[config.mk]
export PLATFORM = sky130hd
export DESIGN_NAME = pool2x2_stream
export DESIGN_NICKNAME = d
export VERILOG_FILES = /design/src/rtl/cnn_pkg.sv /design/src/rtl/pool_row_buffer.sv /design/src/rtl/pool2x2_stream.sv
export SDC_FILE = /design/constraint.sdc
export NUM_CORES = 1
export LEC_CHECK = 0
export ABC_CLOCK_PERIOD_IN_PS = 11300
export CORE_MARGIN = 2
export CORE_UTILIZATION = 55
export CTS_BUF_LIST = sky130_fd_sc_hd__clkbuf_4
export CTS_CLUSTER_SIZE = 10
export DETAILED_ROUTE_END_ITERATION = 16
export PLACE_DENSITY = 0.72
export REMOVE_ABC_BUFFERS = 1
export SYNTH_ARGS = -nofsm -noshare
export SYNTH_HDL_FRONTEND = slang
export SYNTH_SLANG_ARGS = --single-unit
[constraint.sdc]
create_clock -name clk_i -period 11.3 [get_ports clk_i]
set_clock_uncertainty 0.05 [all_clocks]
set_input_delay 3.39 -clock clk_i [delete_from_list [all_inputs] [get_ports clk_i]]
set_output_delay 3.39 -clock clk_i [all_outputs]
set_load 0.01 [all_outputs]
[src/rtl/cnn_pkg.sv]
// Shared CNN dimensions and sample type for the conv -> ReLU -> pool pipeline.
package cnn_pkg;

    localparam int unsigned CNN_IMG_WIDTH  = 28;
    localparam int unsigned CONV_OUT_WIDTH = 26;
    localparam int unsigned POOL_OUT_WIDTH = 13;
    localparam int unsigned SAMPLE_WIDTH   = 32;

    typedef logic signed [SAMPLE_WIDTH-1:0] sample_t;

    // Index width that stays legal (>= 1) for degenerate single-entry ranges.
    function automatic int unsigned clog2_min1(input int unsigned n);
        return (n > 1) ? $clog2(n) : 1;
    endfunction

endpackage

[src/rtl/pool_row_buffer.sv]
// Pooling row buffer: one pair-max per horizontal pool window of the even row.
module pool_row_buffer #(
    parameter int unsigned DEPTH      = 13,
    parameter int unsigned DATA_WIDTH = 32,
    parameter int unsigned ADDR_WIDTH = 4
) (
    input  logic                  clk_i,
    input  logic                  wr_en_i,
    input  logic [ADDR_WIDTH-1:0] wr_addr_i,
    input  logic [DATA_WIDTH-1:0] wr_data_i,
    input  logic [ADDR_WIDTH-1:0] rd_addr_i,
    output logic [DATA_WIDTH-1:0] rd_data_o
);

    // No reset: every entry is written on the even row before the odd row reads it.
    logic [DATA_WIDTH-1:0] mem_q [DEPTH];

    always_ff @(posedge clk_i) begin
        if (wr_en_i) begin
            mem_q[wr_addr_i] <= wr_data_i;
        end
    end

    assign rd_data_o = mem_q[rd_addr_i];

endmodule

[src/rtl/pool2x2_stream.sv]
// Streaming 2x2 stride-2 signed max pooling over a raster feature map.
// Define POOL2X2_SAT_EN to saturate the pooled value to OUT_WIDTH instead of truncating.
module pool2x2_stream
    import cnn_pkg::*;
#(
    parameter int unsigned DATA_WIDTH = 32,
    parameter int unsigned OUT_WIDTH  = 8,
    parameter int unsigned IN_WIDTH   = CONV_OUT_WIDTH,
    parameter int unsigned IN_HEIGHT  = CONV_OUT_WIDTH
) (
    input  logic                  clk_i,
    input  logic                  rst_i,
    input  logic                  clear_i,
    input  logic [DATA_WIDTH-1:0] in_data_i,
    input  logic                  in_valid_i,
    output logic                  in_ready_o,
    output logic [OUT_WIDTH-1:0]  out_data_o,
    output logic                  out_valid_o,
    input  logic                  out_ready_i,
    output logic                  frame_done_o
);

    localparam int unsigned POOL_W = IN_WIDTH / 2;
    localparam int unsigned POOL_H = IN_HEIGHT / 2;
    localparam int unsigned COL_W  = clog2_min1(IN_WIDTH);
    localparam int unsigned ROW_W  = clog2_min1(IN_HEIGHT);
    localparam int unsigned ADDR_W = clog2_min1(POOL_W);

    localparam logic [COL_W-1:0] COL_LAST      = COL_W'(IN_WIDTH - 1);
    localparam logic [ROW_W-1:0] ROW_LAST      = ROW_W'(IN_HEIGHT - 1);
    localparam logic [COL_W-1:0] COL_POOL_LAST = COL_W'(2 * POOL_W - 1);
    localparam logic [ROW_W-1:0] ROW_POOL_LAST = ROW_W'(2 * POOL_H - 1);

    logic [COL_W-1:0]             col_q;
    logic [ROW_W-1:0]             row_q;
    logic signed [DATA_WIDTH-1:0] h_q;
    logic                         out_last_q;

    logic signed [DATA_WIDTH-1:0] sample;
    logic signed [DATA_WIDTH-1:0] rb_rd_data;
    logic signed [DATA_WIDTH-1:0] max_h;
    logic signed [DATA_WIDTH-1:0] max_v;
    logic [OUT_WIDTH-1:0]         out_next;
    logic [ADDR_W-1:0]            rb_addr;
    logic                         accept;
    logic                         in_window;
    logic                         rb_wr_en;
    logic                         produce;

    assign in_ready_o = (!out_valid_o || out_ready_i) && !clear_i;
    assign accept     = in_valid_i && in_ready_o;
    assign sample     = $signed(in_data_i);

    // Trailing column/row of an odd-sized map never enters a pool window.
    assign in_window  = (col_q <= COL_POOL_LAST) && (row_q <= ROW_POOL_LAST);
    assign rb_wr_en   = accept && in_window && col_q[0] && !row_q[0];
    assign produce    = accept && in_window && col_q[0] && row_q[0];
    assign rb_addr    = ADDR_W'(col_q >> 1);

    assign max_h = (sample > h_q) ? sample : h_q;
    assign max_v = (rb_rd_data > max_h) ? rb_rd_data : max_h;

    pool_row_buffer #(
        .DEPTH      (POOL_W),
        .DATA_WIDTH (DATA_WIDTH),
        .ADDR_WIDTH (ADDR_W)
    ) u_row_buffer (
        .clk_i     (clk_i),
        .wr_en_i   (rb_wr_en),
        .wr_addr_i (rb_addr),
        .wr_data_i (max_h),
        .rd_addr_i (rb_addr),
        .rd_data_o (rb_rd_data)
    );

`ifdef POOL2X2_SAT_EN
    localparam logic signed [DATA_WIDTH-1:0] SAT_MAX =
        {{(DATA_WIDTH - OUT_WIDTH + 1){1'b0}}, {(OUT_WIDTH - 1){1'b1}}};
    localparam logic signed [DATA_WIDTH-1:0] SAT_MIN = ~SAT_MAX;

    // Clamp into the signed OUT_WIDTH range.
    always_comb begin
        out_next = max_v[OUT_WIDTH-1:0];
        if (max_v > SAT_MAX) begin
            out_next = SAT_MAX[OUT_WIDTH-1:0];
        end else if (max_v < SAT_MIN) begin
            out_next = SAT_MIN[OUT_WIDTH-1:0];
        end
    end
`else
    logic unused_max_hi;

    assign out_next      = max_v[OUT_WIDTH-1:0];
    assign unused_max_hi = ^max_v[DATA_WIDTH-1:OUT_WIDTH];
`endif

    always_ff @(posedge clk_i) begin
        if (rst_i) begin
            col_q        <= '0;
            row_q        <= '0;
            h_q          <= '0;
            out_data_o   <= '0;
            out_valid_o  <= 1'b0;
            out_last_q   <= 1'b0;
            frame_done_o <= 1'b0;
        end else if (clear_i) begin
            col_q        <= '0;
            row_q        <= '0;
            h_q          <= '0;
            out_valid_o  <= 1'b0;
            out_last_q   <= 1'b0;
            frame_done_o <= 1'b0;
        end else begin
            frame_done_o <= out_valid_o && out_ready_i && out_last_q;
            if (accept) begin
                if (!col_q[0]) begin
                    h_q <= sample;
                end
                if (col_q == COL_LAST) begin
                    col_q <= '0;
                    row_q <= (row_q == ROW_LAST) ? '0 : row_q + ROW_W'(1);
                end else begin
                    col_q <= col_q + COL_W'(1);
                end
            end
            // Accept implies the output slot is free, so a new result never overwrites one.
            if (produce) begin
                out_valid_o <= 1'b1;
                out_data_o  <= out_next;
                out_last_q  <= (row_q == ROW_POOL_LAST) && (col_q == COL_POOL_LAST);
            end else if (out_ready_i) begin
                out_valid_o <= 1'b0;
            end
        end
    end

endmodule

==> results of run 1 <==
[through the flow]
stage / setup slack, ns / std cells / instance area, um^2 / hold WS [ns] / utilization [%]
after floorplan: 2.83 / 1153 / 19800 / 0.382 / -
after global placement: 1.76 / 1685 / 21100 / 0.392 / 59.1
after detailed placement: 1.55 / 1685 / 21100 / 0.405 / 59.1
after CTS: 2.45 / 1896 / 22700 / 0.412 / 63.6
after global routing: 1.92 / 1897 / 22700 / 0.444 / 63.6
final: 2.24 / 1897 / 22700 / 0.409 / 63.6
[worst paths after layout]
path / depth (start not counted) / slack (ns) / from / to
setup / recovery: 17 / 2.24 / in_data_i[23] / out_data_o[7]$_SDFFE_PP0P_
hold / removal: 2 / 0.41 / out_last_q$_SDFFE_PP0P_ / out_last_q$_SDFFE_PP0P_
setup reg to reg: 17 / 4.92 / h_q[23]$_SDFFE_PP0P_ / out_data_o[7]$_SDFFE_PP0P_
hold reg to reg: 2 / 0.41 / out_last_q$_SDFFE_PP0P_ / out_last_q$_SDFFE_PP0P_
[cell usage after synthesis, types with 4 or more instances]
library cell,instances
a211oi_1,19
a21oi_1,76
a311oi_1,4
a31oi_1,12
and4_1,8
buf_1,6
buf_2,9
buf_4,6
clkbuf_1,34
dfxtp_1,57
edfxtp_1,416
ha_1,68
inv_1,74
mux2i_1,38
mux4_2,111
nand2_1,92
nand2b_1,5
nand3_1,8
nand4_1,19
nor2_1,35
nor2b_1,21
nor3_1,11
o211ai_1,10
o21a_1,4
o21ai_0,17
xor2_1,5
[logic make-up (layout without fill, tap and decap cells)]
family / count (synthesis) / in the layout
flops: 473 / 473
buf+inv: 130 / 356
fa+ha+maj: 68 / 68
mux: 153 / 153
xor+xnor: 7 / 7
other cells: 0 / 1
compound gates: 163 / 163
simple gates: 215 / 215
[worst max-delay path, stage by stage]
cell and delay [ns]:
clkdlybuf4s50_1 0.46, ha_1 0.36, a21oi_1 0.16, o21ai_1 0.18
a221o_1 0.41, o211ai_1 0.87, and3_2 0.98, mux2_2 0.52
inv_1 0.08, ha_1 0.24, a21oi_1 0.13, o21a_1 0.14
o21ai_1 0.07, a2111oi_0 0.80, a31oi_1 0.43, o21ai_0 0.30
a311oi_1 0.12
[cells in the final DEF, fill, tap and decap left out, drive strengths merged, types with 2 or more instances in the layout]
master,count
and4,8
nand2b,5
inv,75
nor3,11
xnor2,2
mux2,4
or3,4
dfxtp,57
and3,3
buf,24
clkdlybuf4s50,47
o21bai,2
nor2,35
clkbuf,179
clkinv,25
a21oi,76
nand3,8
xor2,5
a311oi,4
bufinv,5
o21a,4
a2111oi,3
ha,68
a211oi,19
a21o,3
nor2b,21
nand2,92
o211ai,10
and2,2
mux4,111
o21ai,19
nor4,4
o2bb2ai,2
mux2i,38
nand4,19
edfxtp,416
a31oi,12
[metal layers]
| layer | vias up | routed length [um] |
|---|---|---|
| met5 | - | 0 |
| met4 | 0 | 826 |
| met3 | 65 | 3680 |
| met2 | 481 | 20500 |
| met1 | 5862 | 18900 |
| li1 | 5104 | - |
[state kept, by name (all words and copies together) (netlist names), named ones only]
register,flops
col_q,5
frame_done_o,1
h_q,32
out_data_o,8
out_last_q,1
out_valid_o,1
row_q,5
u_row_buffer.mem_q,416
[area by class of cell]
| cell class | count | area [um^2] | share of cell area, % |
|---|---|---|---|
| diodes | 1 | 2.50 | 0.0110 |
| multi-input cells | 606 | 5980 | 26.3 |
| inverters | 74 | 278 | 1.22 |
| repair buffers | 71 | 651 | 2.86 |
| clock inverters | 32 | 269 | 1.18 |
| clock buffers | 179 | 1340 | 5.91 |
| well taps | 461 | 577 | 2.54 |
| flip-flops and latches | 473 | 13600 | 60.0 |
[power groups by stage]
stage | Combinational [mW] | Clock (mW) | Sequential (mW)
floorplan | 0.118 | 0 | 1.97
global placement | 0.181 | 0 | 1.97
detailed placement | 0.187 | 0 | 1.97
CTS | 0.188 | 1.53 | 1.93
global route | 0.210 | 1.61 | 1.93
finish | 0.188 | 1.50 | 1.93
==> impl_metrics.toml, run 1 <==
[clock_network]
cts_tree = "done"
clock_sinks = 473
cts_max_level = 3
cts_buffers = 112
cts_root_buf = "clkbuf_4"
clk_pin_slew_ns = 0.06
clkLatencyLatePin_ns = 0.81
hold_buffers = 0
post-cts-setup-buffer-count = 0
cts_buffer_depth = 3
ctsResizeCount = 0

[yosys]
synth_edf_count = 416
synthMuxAreaShare_pct = 14.6
synth_top_family_by_area = "multiplexers"
synth_cell_type_count = 53
ys_seq_elements = 473
syn_inst = 1209
ys_warn_count = 0
synth_adder_area_share_pct = 4.25
synth-async-reset-ratio_pct = 0
syn_avg_cell_area_um2 = 16.6
synth_area_um2 = 20000
synth_largest_area_cell = "edfxtp_1"
synth.area.top_cells = "edfxtp_1 62%, mux4_2 12%, dfxtp_1 5.7%"
synth_xor_xnor_area_share_pct = 0.306
synth_top_area_share_pct = 62.3
synth_compound_area_share_pct = 4.97
synth-simple-area-share_pct = 5.19
synth-seq-area-share_pct = 68.0
synth_ff_type = "edfxtp_1"

[floorplan]
core_um2 = 35700
io_pins = 48
dieHeight_um = 195
start_util_pct = 56.1
die_area_um2 = 38000
fp.dieW_um = 195
rows = 69

[placement]
io_buffers = 47
globalplace.congestion = 0.830
hpwlAfterDp_um = 25300

[detailed_routing]
routed_wl_um = 43900
first_pass_iters = 5
num_vias = 11500
via_per_inst = 6.07
drt-wirelength-per-cell_um = 23.2
drt_iter0_drc = 988
ant_nets = 0
drc_errors = 0

[hold_path]
hp-class = "reg2reg"

[power]
p_per_area_nw_per_um2 = 159
p_int_mw = 2.82
pwr-share-clk_pct = 41.4
p_switching_mw = 0.788
leakagePower_nw = 7.59
ir_drop_v = 0.000161
p_comb_share_pct = 5.2
switching_share_pct = 21.8
power_mw = 3.61
seqPwrFrac_pct = 53.4

[layout]
syn2layout_area_growth_pct = 13.5
nNetsFinal = 1443
nFillCells = 2638
layout-drive-gt1-share_pct = 24.7

[critical_path]
required_ns = 11.91
path_max_fanout = 25
endpoint_kind = "flip-flop"
cp-start-kind = "input port"
crit_type = "in2reg"
critPathArrivalTime_ns = 9.67

[grt]
grt_overflow = 0
grt_pass1_vias = 11600
grt.total_usage_pct = 24.0
grt_util_met2_pct = 36.8
antenna_found_initial = 2
grt_max_degree = 63
grt_pass1_wl_um = 67500
met3_usage_pct = 5.43
use_met1_pct = 34.9
top_usage_layer = "met2"

[timing]
fin_setup_tns_ns = 0
rsz0062_at_grt = "false"
worst_slew_pin_slew_ns = 1.08
clock.fmax_ghz = 0.110
hold_violations = 0
max_slew_margin_pct = 27.6
period_minus_slack_ns = 9.06
setup_violations = 0
period_share_pct = 80.2
slew_violations = 0

[outcome]
status = "completed"

[flow_run]
drv_cap = 0
Power figures use the tool's default switching activity.
==> inputs of run 2 (changes only) <==
Settings changed: ABC_CLOCK_PERIOD_IN_PS 11300 to 8700.
Clock period 11.3 ns to 8.7 ns, I/O delays scaled along.
==> impl_metrics.toml, run 2 (synthesis results as in run 1) <==
[detailed_routing]
first_pass_iters = 7
drt-wirelength-per-cell_um = 23.5
drc_errors = 0
num_vias = 11500
ant_nets = 0
drt_iter0_drc = 965
via_per_inst = 6.03
routed_wl_um = 44800

[power]
p_per_area_nw_per_um2 = 204
switching_share_pct = 22.4
p_int_mw = 3.61
seqPwrFrac_pct = 53.8
ir_drop_v = 0.000147
p_switching_mw = 1.04
pwr-share-clk_pct = 40.8
leakagePower_nw = 7.59
p_comb_share_pct = 5.3

[critical_path]
critPathArrivalTime_ns = 8.12
critPathSlowestCell = "a31oi_1"
cpLargestDelayFamily = "simple AND/OR/NAND/NOR gates"
r2r-start = "h_q[27]$_SDFFE_PP0P_"
endpoint_kind = "flip-flop"
path_cells = "clkdlybuf4s50_1 > ha_1 > nand4_1 > nor4_1 > nand2_1 > o211ai_1 > and3_2 > buf_4 > mux2i_1 > ha_1 > nand4_1 > nor3_1 > a21boi_0 > o21bai_1 > a31oi_1 > nor3_1 > a211o_1"
crit_buf_inv = 2
cp-start-kind = "input port"
required_ns = 9.33
worstRegToRegCells = 17
crit_type = "in2reg"
slowest_delay_ns = 0.58
path_depth = 17
path_max_fanout = 16
crit_start = "in_data_i[27]"

[hold_path]
hp-class = "reg2reg"
hold_path_depth = 2
min-delay-start = "out_last_q$_SDFFE_PP0P_"

[clock_network]
clock_sinks = 473
clk_pin_slew_ns = 0.06
cts_max_level = 3
cts_buffer_depth = 3
post-cts-setup-buffer-count = 0
cts_buffers = 116
cts_root_buf = "clkbuf_4"
hold_buffers = 0
cts_tree = "done"
ctsResizeCount = 0
clkLatencyLatePin_ns = 0.83

[placement]
io_buffers = 47
globalplace.congestion = 0.836
dpl.cell_count = 1688
place_ws_ns = 0.508
hpwlAfterDp_um = 26200

[floorplan]
rows = 69
die_area_um2 = 38000
fp.dieW_um = 195
dieHeight_um = 195
io_pins = 48
start_util_pct = 56.1
core_um2 = 35700

[layout]
largest_register = "u_row_buffer.mem_q"
syn2layout_area_growth_pct = 13.5
final_common_cell = "edfxtp_1"
reg_top3 = "u_row_buffer.mem_q: 416 flops, h_q: 32 flops, out_data_o: 8 flops"
nFillCells = 2607
mostFrequentLayoutCells = "416 x edfxtp_1, 178 x clkbuf_4, 111 x mux4_2"
seq_area_um2 = 13600
largest_reg_flops = 416
nNetsFinal = 1450
multi_input_area_um2 = 5980
fin_cells = 1908
layout-drive-gt1-share_pct = 24.6

[timing]
clock.fmax_ghz = 0.133
slew_violations = 0
hold_violations = 0
post-route-worst-setup-slack_ns = 1.21
rsz0062_at_grt = "false"
period_minus_slack_ns = 7.49
fin_setup_tns_ns = 0
period_share_pct = 86.1
max_slew_margin_pct = 28.2
setup_violations = 0
worst_slew_pin_slew_ns = 1.06

[grt]
grt_pass1_wl_um = 67500
antenna_found_initial = 1
grt_overflow = 0
grt.total_usage_pct = 24.1
grt_pass1_vias = 11500
grt_max_degree = 64

[flow_run]
drv_cap = 0

[outcome]
status = "completed"
==> run 2: layout make-up <==
type                       count  area share, %
antenna                        1         0.0110
clock buffer                 178           5.88
clock inverter                41           1.09
inverter                      74           1.22
multi-input combinational    606           26.3
sequential                   473           60.0
tap                          461           2.54
timing repair buffer          74           2.96
==> run 2: final timing paths <==
| check | to | slack (ns) |
|---|---|---|
| worst min-delay path | out_last_q$_SDFFE_PP0P_ | 0.41 |
| worst min register to register | out_last_q$_SDFFE_PP0P_ | 0.41 |
| worst max-delay path | out_data_o[0]$_SDFFE_PP0P_ | 1.21 |
| worst max register to register | out_data_o[0]$_SDFFE_PP0P_ | 3.19 |
==> run 2: stage by stage <==
step	instance area [um^2]	power (mW)	util, %	hold WS (ns)
6_report	22700	4.65	63.6	0.405
5_1_grt	22700	4.83	63.6	0.434
4_1_cts	22700	4.69	63.6	0.404
3_5_place_dp	21200	2.80	59.2	0.398
3_3_place_gp	21200	2.79	59.2	0.390
2_1_floorplan	19800	2.71	-	0.382
==> run 2: power groups by stage <==
stage / Combinational, mW / Clock, mW / Sequential (mW)
floorplan: 0.154 / 0 / 2.56
global placement: 0.237 / 0 / 2.55
detailed placement: 0.246 / 0 / 2.55
CTS: 0.247 / 1.94 / 2.50
global route: 0.275 / 2.05 / 2.50
finish: 0.247 / 1.90 / 2.50
==> run 2: layer usage <==
metal	track usage [%]	part of all wire, %
met5	0	0
met4	8.99	2.3
met3	4.95	6.9
met2	37.3	47
met1	34.1	44
==> run 2: tightest hold or removal path: cells and delay by family, from the launching register on <==
kind | cells | cell delay [ns]
flops | 1 | 0.31
compound gates | 1 | 0.05
simple gates | 1 | 0.05
